### src/rtl/arm_cpu_pkg.sv
// Shared CPU constants: default datapath widths, the B opcode, and the fetch queue entry layout.
package arm_cpu_pkg;
  localparam int BITSIZE = 32;
  localparam int REGSIZE = 64;

  localparam logic [5:0] OPC_B = 6'b000101;

  typedef struct packed {
    logic [REGSIZE-1:0] pc;
    logic [BITSIZE-1:0] instr;
  } fetch_entry_t;
endpackage

### src/rtl/fetch_queue.sv
// In-order FIFO between fetch and decode; push/pop/flush with an occupancy count and the head entry.
module fetch_queue #(
  parameter int QDEPTH = 2,
  parameter int DATA_W = 96
) (
  input  logic                         i_clk,
  input  logic                         i_rst_n,
  input  logic                         i_push,
  input  logic                         i_pop,
  input  logic                         i_flush,
  input  logic [DATA_W-1:0]            i_push_data,
  output logic [$clog2(QDEPTH+1)-1:0]  o_count,
  output logic [DATA_W-1:0]            o_head_data
);
  localparam int CNT_W = $clog2(QDEPTH + 1);
  localparam int PTR_W = (QDEPTH > 1) ? $clog2(QDEPTH) : 1;
  localparam logic [PTR_W-1:0] LAST_PTR = PTR_W'(QDEPTH - 1);

  logic [DATA_W-1:0] r_mem [QDEPTH];
  logic [PTR_W-1:0]  r_head;
  logic [PTR_W-1:0]  r_tail;
  logic [CNT_W-1:0]  r_count;
  logic [PTR_W-1:0]  w_head_nxt;
  logic [PTR_W-1:0]  w_tail_nxt;

  assign w_head_nxt  = (r_head == LAST_PTR) ? '0 : r_head + PTR_W'(1);
  assign w_tail_nxt  = (r_tail == LAST_PTR) ? '0 : r_tail + PTR_W'(1);
  assign o_count     = r_count;
  assign o_head_data = r_mem[r_head];

  always_ff @(posedge i_clk or negedge i_rst_n) begin
    if (!i_rst_n) begin
      r_head  <= '0;
      r_tail  <= '0;
      r_count <= '0;
    end else if (i_flush) begin
      r_head  <= '0;
      r_tail  <= '0;
      r_count <= '0;
    end else begin
      if (i_push) r_tail <= w_tail_nxt;
      if (i_pop)  r_head <= w_head_nxt;
      case ({i_push, i_pop})
        2'b10:   r_count <= r_count + CNT_W'(1);
        2'b01:   r_count <= r_count - CNT_W'(1);
        default: r_count <= r_count;
      endcase
    end
  end

  // Storage carries no reset; only the pointers and count define validity.
  always_ff @(posedge i_clk) begin
    if (i_push && !i_flush) r_mem[r_tail] <= i_push_data;
  end
endmodule

### src/rtl/instruction_fetch_unit.sv
// Fetch stage: PC register, next-PC selection and queue feed to decode.
// Optional FETCH_EARLY_BRANCH_EN resolves unconditional B (and self-branch halt) inside fetch.
module instruction_fetch_unit #(
  parameter int BITSIZE = arm_cpu_pkg::BITSIZE,
  parameter int REGSIZE = arm_cpu_pkg::REGSIZE,
  parameter int QDEPTH  = 2
) (
  input  logic               Clock,
  input  logic               Reset_n,
  output logic [REGSIZE-1:0] Address,
  input  logic [BITSIZE-1:0] Instruction,
  output logic               OutValid,
  input  logic               OutReady,
  output logic [BITSIZE-1:0] OutInstruction,
  output logic [REGSIZE-1:0] OutPC,
  input  logic               Redirect,
  input  logic [REGSIZE-1:0] RedirectPC,
  output logic               Halted
);
  import arm_cpu_pkg::OPC_B;

  localparam int CNT_W = $clog2(QDEPTH + 1);
  localparam int ENT_W = REGSIZE + BITSIZE;

  logic [REGSIZE-1:0] r_pc;
  logic [CNT_W-1:0]   w_count;
  logic [ENT_W-1:0]   w_head;
  logic               w_deq;
  logic               w_fetch;
  logic               w_push;
  logic [REGSIZE-1:0] w_pc_nxt;
  logic               w_halted;

  assign Address        = r_pc;
  assign OutValid       = (w_count != '0);
  assign OutPC          = w_head[ENT_W-1:BITSIZE];
  assign OutInstruction = w_head[BITSIZE-1:0];
  assign w_deq          = OutValid & OutReady;
  assign w_fetch        = !Redirect & !w_halted & ((w_count != CNT_W'(QDEPTH)) | w_deq);

`ifdef FETCH_EARLY_BRANCH_EN
  logic               r_halted;
  logic               w_is_b;
  logic [REGSIZE-1:0] w_b_off;

  assign w_is_b   = (Instruction[31:26] == OPC_B);
  assign w_b_off  = {{(REGSIZE-26){Instruction[25]}}, Instruction[25:0]};
  assign w_push   = w_fetch & !w_is_b;
  assign w_pc_nxt = w_is_b ? r_pc + w_b_off : r_pc + REGSIZE'(1);
  assign w_halted = r_halted;

  // A zero-offset B would spin forever; park fetch until execute redirects.
  always_ff @(posedge Clock or negedge Reset_n) begin
    if (!Reset_n)                                   r_halted <= 1'b0;
    else if (Redirect)                              r_halted <= 1'b0;
    else if (w_fetch && w_is_b && w_b_off == '0)    r_halted <= 1'b1;
  end
`else
  logic [5:0] w_unused_opc;

  assign w_unused_opc = OPC_B;
  assign w_push       = w_fetch;
  assign w_pc_nxt     = r_pc + REGSIZE'(1);
  assign w_halted     = 1'b0;
`endif

  assign Halted = w_halted;

  always_ff @(posedge Clock or negedge Reset_n) begin
    if (!Reset_n)      r_pc <= '0;
    else if (Redirect) r_pc <= RedirectPC;
    else if (w_fetch)  r_pc <= w_pc_nxt;
  end

  fetch_queue #(
    .QDEPTH (QDEPTH),
    .DATA_W (ENT_W)
  ) u_queue (
    .i_clk       (Clock),
    .i_rst_n     (Reset_n),
    .i_push      (w_push),
    .i_pop       (w_deq & !Redirect),
    .i_flush     (Redirect),
    .i_push_data ({r_pc, Instruction}),
    .o_count     (w_count),
    .o_head_data (w_head)
  );
endmodule

### config.mk
export PLATFORM = sky130hd
export DESIGN_NAME = instruction_fetch_unit
export DESIGN_NICKNAME = d
export VERILOG_FILES = /design/src/rtl/arm_cpu_pkg.sv /design/src/rtl/fetch_queue.sv /design/src/rtl/instruction_fetch_unit.sv
export SDC_FILE = /design/constraint.sdc
export NUM_CORES = 1
export LEC_CHECK = 0
export ABC_AREA = 0
export CAP_MARGIN = 10
export CELL_PAD_IN_SITES_DETAIL_PLACEMENT = 1
export CELL_PAD_IN_SITES_GLOBAL_PLACEMENT = 1
export CORE_UTILIZATION = 42
export CTS_BUF_LIST = sky130_fd_sc_hd__clkbuf_4
export DETAILED_ROUTE_END_ITERATION = 16
export HOLD_SLACK_MARGIN = 0.06
export PLACE_DENSITY_LB_ADDON = 0.1
export SYNTH_ARGS = -nofsm -noshare
export SYNTH_HDL_FRONTEND = slang
export SYNTH_HIERARCHICAL = 1
export SYNTH_SLANG_ARGS = --single-unit
### constraint.sdc
create_clock -name Clock -period 9.9 [get_ports Clock]
set_clock_uncertainty 0.05 [all_clocks]
set_input_delay 2.475 -clock Clock [delete_from_list [all_inputs] [get_ports Clock]]
set_output_delay 2.475 -clock Clock [all_outputs]
set_load 0.1 [all_outputs]
==> results of run 1 <==
## state kept, by name, indices dropped and copies added, names as in the netlist
name	flops
u_queue/r_head	1
u_queue/r_tail	1
u_queue/o_count	2
Address	64
u_queue/r_mem	192
## Yosys cell counts, types with 2 or more instances
| cell type | number |
|---|---|
| edfxtp_1 | 192 |
| dfrtp_1 | 68 |
| mux2_2 | 68 |
| nand2_1 | 62 |
| o21ai_0 | 50 |
| nor2_1 | 42 |
| mux2_4 | 30 |
| nand4_1 | 28 |
| a31oi_1 | 27 |
| clkbuf_1 | 22 |
| xnor2_1 | 21 |
| nand3_1 | 19 |
| or3_1 | 18 |
| nor4_1 | 17 |
| xor2_1 | 17 |
| nor3_1 | 12 |
| or4_1 | 12 |
| and3_1 | 11 |
| o31ai_1 | 10 |
| buf_2 | 7 |
| inv_1 | 7 |
| buf_6 | 5 |
| nor3b_1 | 4 |
| and4_1 | 3 |
| or2_2 | 3 |
| and2_1 | 2 |
| and3b_1 | 2 |
| buf_4 | 2 |
| or4b_1 | 2 |
## power breakdown
| part | leakage (uW) | switching [uW] | total (uW) | internal (uW) |
|---|---|---|---|---|
| clock | 0.000583 | 437 | 1030 | 596 |
| combinational | 0.00212 | 585 | 794 | 209 |
| sequential | 0.00256 | 75.2 | 1330 | 1250 |
## final cells by class
| type | instances | area, um^2 | share of cell area |
|---|---|---|---|
| diodes | 2 | 5.005 | 0.0003351 |
| inverters | 7 | 26.28 | 0.001759 |
| repair buffers | 267 | 2648 | 0.1773 |
| clock inverters | 10 | 117.6 | 0.007875 |
| well taps | 335 | 419.2 | 0.02807 |
| multi-input cells | 472 | 3392 | 0.2271 |
| flip-flops and latches | 260 | 7471 | 0.5003 |
| clock buffers | 114 | 855.8 | 0.05731 |
## worst reg2reg max path, stage by stage (launching register included)
cell	delay, ns
dfrtp_1	0.51
nand4_1	0.22
nor2_1	0.68
nand4_1	0.98
or4b_2	0.95
a31oi_1	0.19
## logic make-up after synthesis
group | Yosys count | share of synthesized area
mux | 99 | 0.1109
xor+xnor | 38 | 0.03009
compound gates | 91 | 0.04786
fa+ha+maj | 1 | 0.001131
other cells | 1 | 0.0003391
flops | 260 | 0.6752
buf+inv | 43 | 0.01946
simple gates | 242 | 0.1151
## layout by cell type (no fill, tap or decap), drive strengths merged, types with 2 or more instances in the layout
master | Yosys | final
edfxtp | 192 | 192
buf | 14 | 9
o21ai | 50 | 50
xor2 | 17 | 17
and3b | 2 | 2
nand2 | 62 | 62
diode | 0 | 2
and2 | 2 | 2
or4b | 3 | 3
or3 | 18 | 18
or4 | 13 | 13
nor3 | 12 | 12
inv | 7 | 8
clkbuf | 22 | 114
clkdlybuf4s50 | 0 | 258
nand4 | 29 | 29
mux2 | 98 | 98
or2 | 3 | 3
o31ai | 10 | 10
clkinv | 0 | 6
and3 | 11 | 11
and4 | 3 | 3
nor2 | 42 | 42
dfrtp | 68 | 68
xnor2 | 21 | 21
bufinv | 0 | 3
nor3b | 4 | 4
a31oi | 27 | 27
nor4 | 17 | 17
nand3 | 19 | 19
## worst max-delay path by stage
stage                                     from                            end  slack (ns)  cells past startpoint
floorplan                             Redirect  u_queue/r_mem[0][0]$_DFFE_PP_        2.41                      4
global placement    u_queue/r_head$_DFFE_PN0P_              OutInstruction[4]        4.22                      3
detailed placement  u_queue/r_head$_DFFE_PN0P_              OutInstruction[4]        4.18                      3
CTS                 u_queue/r_head$_DFFE_PN0P_              OutInstruction[1]        3.46                      3
global route        u_queue/r_head$_DFFE_PN0P_              OutInstruction[4]        3.39                      3
finish              u_queue/r_head$_DFFE_PN0P_              OutInstruction[1]        3.57                      3
## metal layers
layer / track usage / share of wire
met1: 0.2800 / 0.42
met3: 0.05505 / 0.066
met5: 0 / 0
met2: 0.3669 / 0.50
met4: 0.07912 / 0.018
## through the flow
step	util	power (uW)	std cells	setup WS [ns]
after floorplan	-	1928	775	2.410
after global placement	0.5386	2134	1341	4.218
after detailed placement	0.5386	2147	1341	4.176
after CTS	0.5762	3198	1465	3.459
after global routing	0.5764	3273	1467	3.391
final	0.5764	3153	1467	3.567
==> impl_metrics.yaml, run 1 <==
worst_setup_path:
  critical_path_buf_inv_count: 2
  start_kind: "flip-flop"
  crit_path_top_delay_cell: "clkdlybuf4s50_1"
  worstPathMaxFanout: 58
  r2r-end: "Address[62]$_DFFE_PN0P_"
  worstPathArrival_ns: 3.81
  crit_chain: "buf_4 -> mux2_2 -> clkdlybuf4s50_1"
  end_kind: "output pin"
  r2r_cells: 5
  critical-path-top-delay-family: "buffers and inverters"
  path_class: "flip-flop to output pin"
  timing.rr.start: "Address[8]$_DFFE_PN0P_"
  cpPeakStageDelay_ns: 1.14
  reg2reg_slack_ns: 6.24
  cp.required_ns: 7.38
pwr:
  power_density_nw_per_um2: 211.1
  peakVddDrop_mv: 0.1671
  p_leak_uw: 0.005259
placement:
  place_area_um2: 13960
  gp_congestion: 0.7436
  io_buffer_count: 260
  hpwl_mm: 19.85
global_routing:
  grt_first_pass_wirelength_mm: 45.29
  track_usage: 0.2212
  grt_max_degree: 82
  grt_pass1_vias: 8104
  antenna_found_initial: 3
  grt-ovfl-total: 0
timing:
  drv_slew: 0
  final-hold-violation-count: 0
  period_share: 0.6397
  whs_ns: 0.5092
  post-route-min-period_ns: 6.333
  worstMarginPinSlew_ns: 1.082
  setup_viol: 0
  fmax_mhz: 157.9
  rsz0062_at_grt: "false"
  max_slew_margin: 0.2788
  setup_tns_ns: 0
cts:
  path_clk_slew_ns: 0.06
  cts_hold_buffers: 0
  cts-root-buf: "clkbuf_4"
  cts_tree: "done"
  cts.repair.resized: 0
  post_cts_buffers: 0
  cts_max_path_buffers: 3
  cts_sinks: 260
  htreeDepth: 3
  clk_latency_ns: 0.65
  cts_buffers: 69
final_layout:
  layout.nets: 1178
  final_cell_area_um2: 14930
  nFillCells: 2589
  drive_gt1_frac: 0.2097
  area_growth_pct: 35.04
synthesis:
  ys_seq_elements: 260
  synth_edf_count: 192
  yosys_warnings: 6
  syn_nets: 876
  synth_top_area_frac: 0.5213
  yosys.area.top_type: "edfxtp_1"
  avgSynthCellArea_um2: 14.27
  synth.distinct_cells: 41
  seq_area_frac_synth: 0.6752
  synth_ff_type: "edfxtp_1"
  synth_area_um2: 11060
  netlist_instances: 775
  async_reset_ff_frac: 0.2615
  synthTopCellsByArea: "edfxtp_1 (52%), dfrtp_1 (15%), mux2_2 (6.9%)"
floorplan:
  core_um2: 25910
  num_rows: 59
  dieWidth_um: 164.3
  dieArea_um2: 26980
  io_pins: 262
  start_util: 0.4268
  die_y_um: 164.3
drt:
  remaining_drc_errors: 0
  viasPerCell: 5.269
  routed_wl_mm: 29.97
  first_pass_iters: 4
  wire_per_inst_um: 20.43
  first_iter_violations: 404
  vias: 7730
  drtAntennaViolNets: 0
status:
  outcome: "finished, final reports clean"
flow_run:
  cap_violations: 0
worst_hold_path:
  holdPathEnd: "u_queue/r_mem[0][50]$_DFFE_PP_"
  hold_class: "flip-flop to flip-flop"
  hold_depth: 0
  hp-start: "Address[18]$_DFFE_PN0P_"
(Power assumes the default switching activity.)
==> inputs of run 2 (changes only) <==
Settings changed: CORE_UTILIZATION 42 to 38.
Clock period 9.9 ns to 5.2 ns, I/O delays scaled along.
==> run 2 against run 1 <==
Compared with the run above: worst hold slack got worse by 0.019 ns; core utilization fell by 5.2 points; sequential cell count did not move; first-iteration DRC count rose by 11%; via count rose by 0.78%; worst setup slack got worse by 2.8 ns; total power rose by 89%; critical endpoint is now OutPC[4].
==> impl_metrics.yaml, run 2 (same netlist as run 1, synthesis figures left out) <==
global_routing:
  grt_pass1_vias: 8202
  antenna_found_initial: 5
  use_met1: 0.2705
  grt-ovfl-total: 0
  busiest_layer: "met2"
  grt_max_degree: 97
  track_usage: 0.2035
  grt_use_met3: 0.04969
  grt_use_met2: 0.3231
  grt_first_pass_wirelength_mm: 46.89
drt:
  routed_wl_mm: 29.96
  drtAntennaViolNets: 0
  vias: 7790
  remaining_drc_errors: 0
  viasPerCell: 5.098
  first_pass_iters: 4
  first_iter_violations: 449
  wire_per_inst_um: 19.61
worst_hold_path:
  hold_class: "flip-flop to flip-flop"
final_layout:
  layout.nets: 1184
  seq_area_um2: 7471
  final_cell_mix: "clkdlybuf4s50_1 (255), edfxtp_1 (192), clkbuf_4 (109)"
  largest-register: "u_queue/r_mem"
  drive_gt1_frac: 0.2132
  largest_reg_flops: 192
  area_growth_pct: 36.00
  final_common_cell: "clkdlybuf4s50_1"
  multi_input_area_um2: 3392
  nFillCells: 2960
timing:
  rsz0062_at_grt: "false"
  fin_ws_ns: 0.7859
  drv_slew: 0
  setup_viol: 0
  worstMarginPinSlew_ns: 1.038
  setup_tns_ns: 0
  post-route-min-period_ns: 4.414
  final-hold-violation-count: 0
  fmax_mhz: 226.5
  period_share: 0.8489
  max_slew_margin: 0.3056
worst_setup_path:
  end_kind: "output pin"
  crit_path_top_delay_cell: "clkdlybuf4s50_1"
  worstPathArrival_ns: 3.06
  reg2reg_slack_ns: 2.08
  cpPeakStageDelay_ns: 1.14
  path_class: "flip-flop to output pin"
  worstPathMaxFanout: 35
  start_kind: "flip-flop"
  cp.required_ns: 3.85
  crit_chain: "buf_4 -> mux2_2 -> clkdlybuf4s50_1"
pwr:
  pwr-share-seq: 0.420
  power_density_nw_per_um2: 396.6
  pwr-share-comb: 0.258
  p_leak_uw: 0.005278
  clock_power_share: 0.322
  peakVddDrop_mv: 0.1662
  p_switching_uw: 2125
  p_int_uw: 3841
  switching_share: 0.3562
floorplan:
  dieArea_um2: 29790
  dieWidth_um: 172.6
  die_y_um: 172.6
  num_rows: 62
  start_util: 0.3853
  io_pins: 262
  core_um2: 28700
placement:
  pre_cts_ws_ns: 0.8211
  hpwl_mm: 19.80
  io_buffer_count: 260
  gp_congestion: 0.7276
cts:
  path_clk_slew_ns: 0.07
  cts_tree: "done"
  post_cts_buffers: 0
  cts_hold_buffers: 0
  clk_latency_ns: 0.67
  cts_buffers: 70
  cts.repair.resized: 0
  cts_sinks: 260
  htreeDepth: 3
  cts_max_path_buffers: 3
  cts-root-buf: "clkbuf_4"
status:
  outcome: "finished, final reports clean"
flow_run:
  cap_violations: 0
[run 2: layer usage]
layer	vias to the layer above	part of all wire
met2	243	0.48
met5	-	0.00040
met4	2	0.018
li1	3636	-
met3	46	0.064
met1	3863	0.44
[run 2: area by class of cell]
cell class | instances | share of cell area
diodes | 4 | 0.0006655
clock buffers | 109 | 0.05440
clock inverters | 20 | 0.009317
inverters | 7 | 0.001747
multi-input cells | 472 | 0.2255
flip-flops and latches | 260 | 0.4967
well taps | 384 | 0.03194
repair buffers | 272 | 0.1797
[run 2: critical path: cells and delay by family (launching register included)]
family	cells	cell delay (ns)
buf+inv	2	1.67
flops	1	0.42
mux	1	0.32
[run 2: stage by stage]
stage                     std cells  area [um^2]  utilization  hold WS, ns  power, uW
after floorplan                 775        11070            -       0.5173       3669
after global placement         1395        14070       0.4903       0.4696       4082
after detailed placement       1395        14070       0.4903       0.4758       4098
after CTS                      1524        15030       0.5237       0.4976       6044
after global routing           1527        15040       0.5239       0.5187       6207
final                          1528        15040       0.5240       0.4901       5965
[run 2: worst paths after layout]
path | startpoint | to | depth (start not counted)
worst max-delay path | u_queue/r_head$_DFFE_PN0P_ | OutPC[4] | 3
worst min-delay path | Address[63]$_DFFE_PN0P_ | u_queue/r_mem[1][95]$_DFFE_PP_ | 0
worst max register to register | Address[8]$_DFFE_PN0P_ | Address[61]$_DFFE_PN0P_ | 5
worst min register to register | Address[63]$_DFFE_PN0P_ | u_queue/r_mem[1][95]$_DFFE_PP_ | 0
max in group asynchronous | Reset_n | Address[12]$_DFFE_PN0P_ | 2
min in group asynchronous | Reset_n | Address[8]$_DFFE_PN0P_ | 1
[run 2: power groups by stage]
stage	registers, uW	logic [uW]	clock network (uW)
6_report	2510	1540	1920
5_1_grt	2530	1590	2090
4_1_cts	2510	1550	1990
3_5_place_dp	2550	1550	0
3_3_place_gp	2540	1540	0
2_1_floorplan	2860	811	0
